<file path="src/rtl/axi_rw_arbiter.sv">
// Single-outstanding arbiter sharing one bus master between instruction fetch
// (read-only) and the memory stage (read/write), MEM-priority with fetch anti-starvation.
module axi_rw_arbiter #(
    parameter int ADDR_W       = 64,
    parameter int DATA_W       = 64,
    parameter int STARVE_LIMIT = 4
) (
    input  logic                  clk,
    input  logic                  rst,

    input  logic                  if_valid,
    output logic                  if_ready,
    input  logic [ADDR_W-1:0]     inst_addr,
    output logic [DATA_W-1:0]     if_data_read,

    input  logic                  mem_valid,
    input  logic                  mem_write,
    input  logic [ADDR_W-1:0]     mem_addr,
    input  logic [DATA_W-1:0]     mem_wdata,
    input  logic [DATA_W/8-1:0]   mem_wstrb,
    input  logic [1:0]            mem_size,
    output logic                  mem_ready,
    output logic [DATA_W-1:0]     mem_rdata,

    output logic                  bus_req_valid,
    input  logic                  bus_req_ready,
    output logic                  bus_req_write,
    output logic [ADDR_W-1:0]     bus_req_addr,
    output logic [DATA_W-1:0]     bus_req_wdata,
    output logic [DATA_W/8-1:0]   bus_req_wstrb,
    output logic [1:0]            bus_req_size,
    input  logic                  bus_resp_valid,
    input  logic [DATA_W-1:0]     bus_resp_rdata,

    output logic                  grant_mem
);

    localparam int          STRB_W  = DATA_W / 8;
    localparam logic [3:0]  LIMIT_C = 4'(STARVE_LIMIT);

    typedef enum logic [1:0] {
        IDLE = 2'd0,
        REQ  = 2'd1,
        WAIT = 2'd2
    } state_t;

    state_t              state_r;
    state_t              state_n;
    logic [3:0]          starve_cnt_r;
    logic [3:0]          starve_cnt_n;
    logic                grant_mem_r;
    logic                bus_req_valid_r;
    logic                req_write_r;
    logic [ADDR_W-1:0]   req_addr_r;
    logic [DATA_W-1:0]   req_wdata_r;
    logic [STRB_W-1:0]   req_wstrb_r;
    logic [1:0]          req_size_r;

    logic                grant_if_s;
    logic                grant_mem_s;
    logic                resp_hit_s;

    // MEM wins unless fetch is waiting and has already been passed over LIMIT times.
    function automatic logic mem_wins(input logic if_v, input logic mem_v, input logic [3:0] cnt);
        return mem_v && !(if_v && (cnt == LIMIT_C));
    endfunction

    // Next-state decode and arbitration strobes
    always_comb begin
        state_n     = state_r;
        grant_if_s  = 1'b0;
        grant_mem_s = 1'b0;
        case (state_r)
            IDLE: begin
                if (mem_wins(if_valid, mem_valid, starve_cnt_r)) begin
                    grant_mem_s = 1'b1;
                    state_n     = REQ;
                end else if (if_valid) begin
                    grant_if_s  = 1'b1;
                    state_n     = REQ;
                end else begin
                    state_n     = IDLE;
                end
            end
            REQ: begin
                if (bus_req_valid_r && bus_req_ready) begin
                    state_n = WAIT;
                end else begin
                    state_n = REQ;
                end
            end
            WAIT: begin
                if (bus_resp_valid) begin
                    state_n = IDLE;
                end else begin
                    state_n = WAIT;
                end
            end
            default: begin
                state_n = IDLE;
            end
        endcase
    end

    // Starvation counter: saturating count of MEM grants that bypassed a waiting fetch
    always_comb begin
        starve_cnt_n = starve_cnt_r;
        if (grant_mem_s) begin
            if (if_valid) begin
                if (starve_cnt_r == LIMIT_C) begin
                    starve_cnt_n = starve_cnt_r;
                end else begin
                    starve_cnt_n = starve_cnt_r + 4'd1;
                end
            end else begin
                starve_cnt_n = 4'd0;
            end
        end else if (grant_if_s) begin
            starve_cnt_n = 4'd0;
        end else begin
            starve_cnt_n = starve_cnt_r;
        end
    end

    // State, counter, grant owner and request-valid registers
    always_ff @(posedge clk or posedge rst) begin
        if (rst) begin
            state_r         <= IDLE;
            starve_cnt_r    <= 4'd0;
            grant_mem_r     <= 1'b0;
            bus_req_valid_r <= 1'b0;
        end else begin
            state_r         <= state_n;
            starve_cnt_r    <= starve_cnt_n;
            bus_req_valid_r <= (state_n == REQ);
            if (grant_mem_s) begin
                grant_mem_r <= 1'b1;
            end else if (grant_if_s) begin
                grant_mem_r <= 1'b0;
            end else begin
                grant_mem_r <= grant_mem_r;
            end
        end
    end

    // Latch the winner's request so the bus side never sees live requester inputs
    always_ff @(posedge clk or posedge rst) begin
        if (rst) begin
            req_write_r <= 1'b0;
            req_addr_r  <= {ADDR_W{1'b0}};
            req_wdata_r <= {DATA_W{1'b0}};
            req_wstrb_r <= {STRB_W{1'b0}};
            req_size_r  <= 2'd0;
        end else if (grant_mem_s) begin
            req_write_r <= mem_write;
            req_addr_r  <= mem_addr;
            req_wdata_r <= mem_wdata;
            req_wstrb_r <= mem_wstrb;
            req_size_r  <= mem_size;
        end else if (grant_if_s) begin
            req_write_r <= 1'b0;
            req_addr_r  <= inst_addr;
            req_wdata_r <= {DATA_W{1'b0}};
            req_wstrb_r <= {STRB_W{1'b0}};
            req_size_r  <= 2'd3;
        end else begin
            req_write_r <= req_write_r;
            req_addr_r  <= req_addr_r;
            req_wdata_r <= req_wdata_r;
            req_wstrb_r <= req_wstrb_r;
            req_size_r  <= req_size_r;
        end
    end

    // Responses outside WAIT are protocol errors and must not produce a strobe.
    assign resp_hit_s    = (state_r == WAIT) && bus_resp_valid;

    assign if_ready      = resp_hit_s && !grant_mem_r;
    assign mem_ready     = resp_hit_s &&  grant_mem_r;
    assign if_data_read  = bus_resp_rdata;
    assign mem_rdata     = bus_resp_rdata;

    assign bus_req_valid = bus_req_valid_r;
    assign bus_req_write = req_write_r;
    assign bus_req_addr  = req_addr_r;
    assign bus_req_wdata = req_wdata_r;
    assign bus_req_wstrb = req_wstrb_r;
    assign bus_req_size  = req_size_r;
    assign grant_mem     = grant_mem_r;

endmodule

</file>
<file path="config.mk">
export PLATFORM = sky130hd
export DESIGN_NAME = axi_rw_arbiter
export DESIGN_NICKNAME = d
export VERILOG_FILES = /design/src/rtl/axi_rw_arbiter.sv
export SDC_FILE = /design/constraint.sdc
export NUM_CORES = 1
export LEC_CHECK = 0
export CORE_AREA = 2 2 212 214
export CTS_BUF_LIST = sky130_fd_sc_hd__clkbuf_4 sky130_fd_sc_hd__clkbuf_8
export CTS_CLUSTER_SIZE = 8
export DETAILED_ROUTE_END_ITERATION = 8
export DIE_AREA = 0 0 214 216
export PLACE_DENSITY_LB_ADDON = 0.3
export SLEW_MARGIN = 20
export SYNTH_ARGS = -nofsm -noshare
export SYNTH_HDL_FRONTEND = slang
export SYNTH_SLANG_ARGS = --single-unit
</file>
<file path="constraint.sdc">
create_clock -name clk -period 11.63 [get_ports clk]
set_clock_uncertainty 0.15 [all_clocks]
set_input_delay 1.163 -clock clk [delete_from_list [all_inputs] [get_ports clk]]
set_output_delay 1.163 -clock clk [all_outputs]
set_load 0.02 [all_outputs]
</file>
==> results.json <==
{
  "max_slew.worst_pin.slew_ns": 1.06,
  "cts_inserted_buffers": 17,
  "holdBufCountCts": 0,
  "yosysWarnings": 0,
  "route.detailed.wl_per_inst_um": 18.0,
  "setup_tns_ns": 0,
  "hold_class": "reg2reg",
  "worstReg2RegEnd": "bus_req_addr[52]",
  "post-dp-hpwl_mm": 17.9,
  "met3RoutedLength_mm": 2.20,
  "critPathMaxStageDelay_ns": 0.83,
  "floorplan.rows": 77,
  "outcome": "finished clean",
  "core_region_area_sq_um": 43800,
  "worstPathRequired_ns": 11.82,
  "worst-path-buf-inv": 3,
  "globalplace.congestion": 0.769,
  "post_dr_vias_cell": 4.01,
  "synth_fp_nets": 971,
  "cts.root.buffer_cell": "sky130_fd_sc_hd__clkbuf_8",
  "final_min_period_over_clock_period": 0.354,
  "count_of_pins_on_the_block_boundary": 544,
  "drt.antenna.violating_nets": 0,
  "cp.depth": 6,
  "most-common-layout-cells": "sky130_fd_sc_hd__clkdlybuf4s50_1, sky130_fd_sc_hd__dfrtp_1, sky130_fd_sc_hd__nand3_1",
  "slew_viol_final": 0,
  "grt_max_degree": 81,
  "timing_worst_setup_path_type": "in2reg",
  "timing.critical_path.from_type": "primary input",
  "hold_viol_final": 0,
  "antenna_found_initial": 0,
  "syn_to_final_growth_pct": 48.7,
  "firstDrtPassIters": 4,
  "setup_viol": 0,
  "syn-mean-instance-area_sq_um": 10.4,
  "path_cells": "clkdlybuf4s50_1, nand4b_1, buf_4, and2_4, buf_4, o221ai_1",
  "met1_length_mm": 11.2,
  "reg2reg_from": "starve_cnt_r[0]",
  "detailedRoute.firstIterationViolations": 373,
  "syn_area_sq_um": 7250,
  "tritoncts": "done",
  "grt.total_usage": 0.117,
  "critical_path.top_delay_family": "buffers and inverters",
  "p_leak_nw": 4.40,
  "fin_nets": 1163,
  "grt_setup_unrepaired": "no",
  "post_route_cells_drive_above_1_share": 0.0522,
  "cts.path.max_buffers": 2,
  "min_period_ns": 4.12,
  "layout.core_utilization": 0.246,
  "routed.top_layer": "met4",
  "setup.reg_to_reg.worst_slack_ns": 8.05,
  "first_element_of_the_critical_path": "if_valid",
  "yosysUniqueCellTypes": 27,
  "initial_util": 0.165,
  "synthesis.instances": 696,
  "die_height_um": 216,
  "insertedDiodeCount": 0,
  "power.ir.vdd_worst_mv": 0.114,
  "post_cts_setup_driven_buffer_insertion_count": 0,
  "drt_wl_total_mm": 26.8,
  "grt_pass1_wl_mm": 41.1,
  "most_common_library_cell_in_the_layout_ignoring_fill_and_taps": "sky130_fd_sc_hd__clkdlybuf4s50_1",
  "timing.fmax_mhz": 243,
  "crit_path_max_fanout": 72,
  "detailroute.via_count": 5990,
  "worst_setup_path_end_kind": "flip-flop",
  "placement.io_buffers": 351,
  "pwr_density_cell_nw_per_um2": 261,
  "drv.max_cap_violation_count": 0,
  "crit_arrival_ns": 4.31,
  "die_width_um": 214,
  "synth_sequential_area_ratio": 0.507,
  "die_area_sq_um": 46200,
  "grt_overflow_total": 0,
  "via_count_of_the_first_global_routing_pass": 6443,
  "path_common_cell": "sky130_fd_sc_hd__buf_4",
  "detail_route.drc_violations": 0,
  "met2RoutedLength_mm": 12.6,
  "clk_pin_slew_worst_paths_ns": 0.09,
  "yosys_register_bits": 147,
  "htree_levels": 4,
  "timing.reg2reg.worst_path_depth": 7,
  "clock_sinks": 147,
  "critical-path-slowest-cell": "sky130_fd_sc_hd__and2_4",
  "worstSkewPairLatency_ns": 0.49,
  "cts_resized": 0,
  "slew_headroom": 0.295,
  "endpoint": "bus_req_addr[52]"
}
flip-flops by register name, summed over array words and instances, names as in the netlist:
register       cells
state_r            2
starve_cnt_r       4
bus_req_wdata     64
bus_req_addr      64
bus_req_wstrb      8
bus_req_valid      1
bus_req_size       2
bus_req_write      1
grant_mem          1
synth_stat cells, drive strengths merged:
master / instances / area, sq um
a21o: 1 / 7.51
a221o: 1 / 10.0
a22o: 75 / 657
and2: 2 / 12.5
and3: 1 / 6.26
and4b: 2 / 20.0
buf: 164 / 1170
clkbuf: 22 / 82.6
dfrtp: 147 / 3680
ha: 2 / 25.0
inv: 67 / 251
mux2: 1 / 11.3
nand2: 5 / 18.8
nand2b: 3 / 18.8
nand3: 129 / 646
nand4b: 1 / 8.76
nor2: 1 / 3.75
nor2b: 1 / 6.26
nor3b: 2 / 20.0
o221ai: 64 / 561
o22a: 2 / 17.5
o22ai: 1 / 6.26
or2: 1 / 6.26
xnor2: 1 / 8.76
report_power, final:
group          internal, W  switching (W)
Clock             0.000242       0.000217
Sequential        0.000749       0.000141
Combinational     0.000687       0.000781
Total              0.00168        0.00114
how the worst min path moves through the flow:
stage	from	slack, ns	endpoint	cells past startpoint
finish	bus_req_wdata[20]	0.35	bus_req_wdata[20]	1
global route	bus_req_wdata[1]	0.38	bus_req_wdata[1]	1
CTS	bus_req_wdata[20]	0.36	bus_req_wdata[20]	1
detailed placement	bus_req_wdata[20]	0.34	bus_req_wdata[20]	1
global placement	bus_req_wdata[22]	0.34	bus_req_wdata[22]	1
floorplan	starve_cnt_r[3]	0.36	starve_cnt_r[3]	1
layout make-up:
type,instances,area (sq um)
clock buffers,23,310
clock inverters,8,124
fillers,4703,33100
inverters,67,256
multi-input cells,296,2100
flip-flops and latches,147,3680
well taps,592,741
repair buffers,359,3570
through the flow:
| stage | power [W] | std cells | instance area, sq um | hold WS [ns] | setup WS [ns] |
|---|---|---|---|---|---|
| global placement | 0.00239 | 1461 | 10300 | 0.338 | 6.89 |
| detailed placement | 0.00239 | 1461 | 10300 | 0.340 | 6.88 |
| finish | 0.00282 | 1492 | 10800 | 0.354 | 7.51 |
| floorplan | 0.00175 | 696 | 7250 | 0.358 | 6.37 |
| CTS | 0.00288 | 1492 | 10800 | 0.363 | 7.47 |
| global route | 0.00301 | 1492 | 10800 | 0.377 | 7.25 |
per-layer routing:
metal,global-route usage,vias up
li1,-,2734
met1,0.137,2874
met2,0.187,318
met3,0.0447,64
met4,0.0536,0
met5,0,-
kinds of logic after synthesis:
kind of cell	after synthesis	synth area share
XOR/XNOR	1	0.00121
multiplexers	1	0.00155
adder cells (fa/ha/maj)	2	0.00345
buffers and inverters	253	0.207
AND/OR/NAND/NOR	148	0.106
AO/OA/AOI/OAI	144	0.174
flip-flops	147	0.507
No activity file was read; power rests on OpenSTA's default activity.
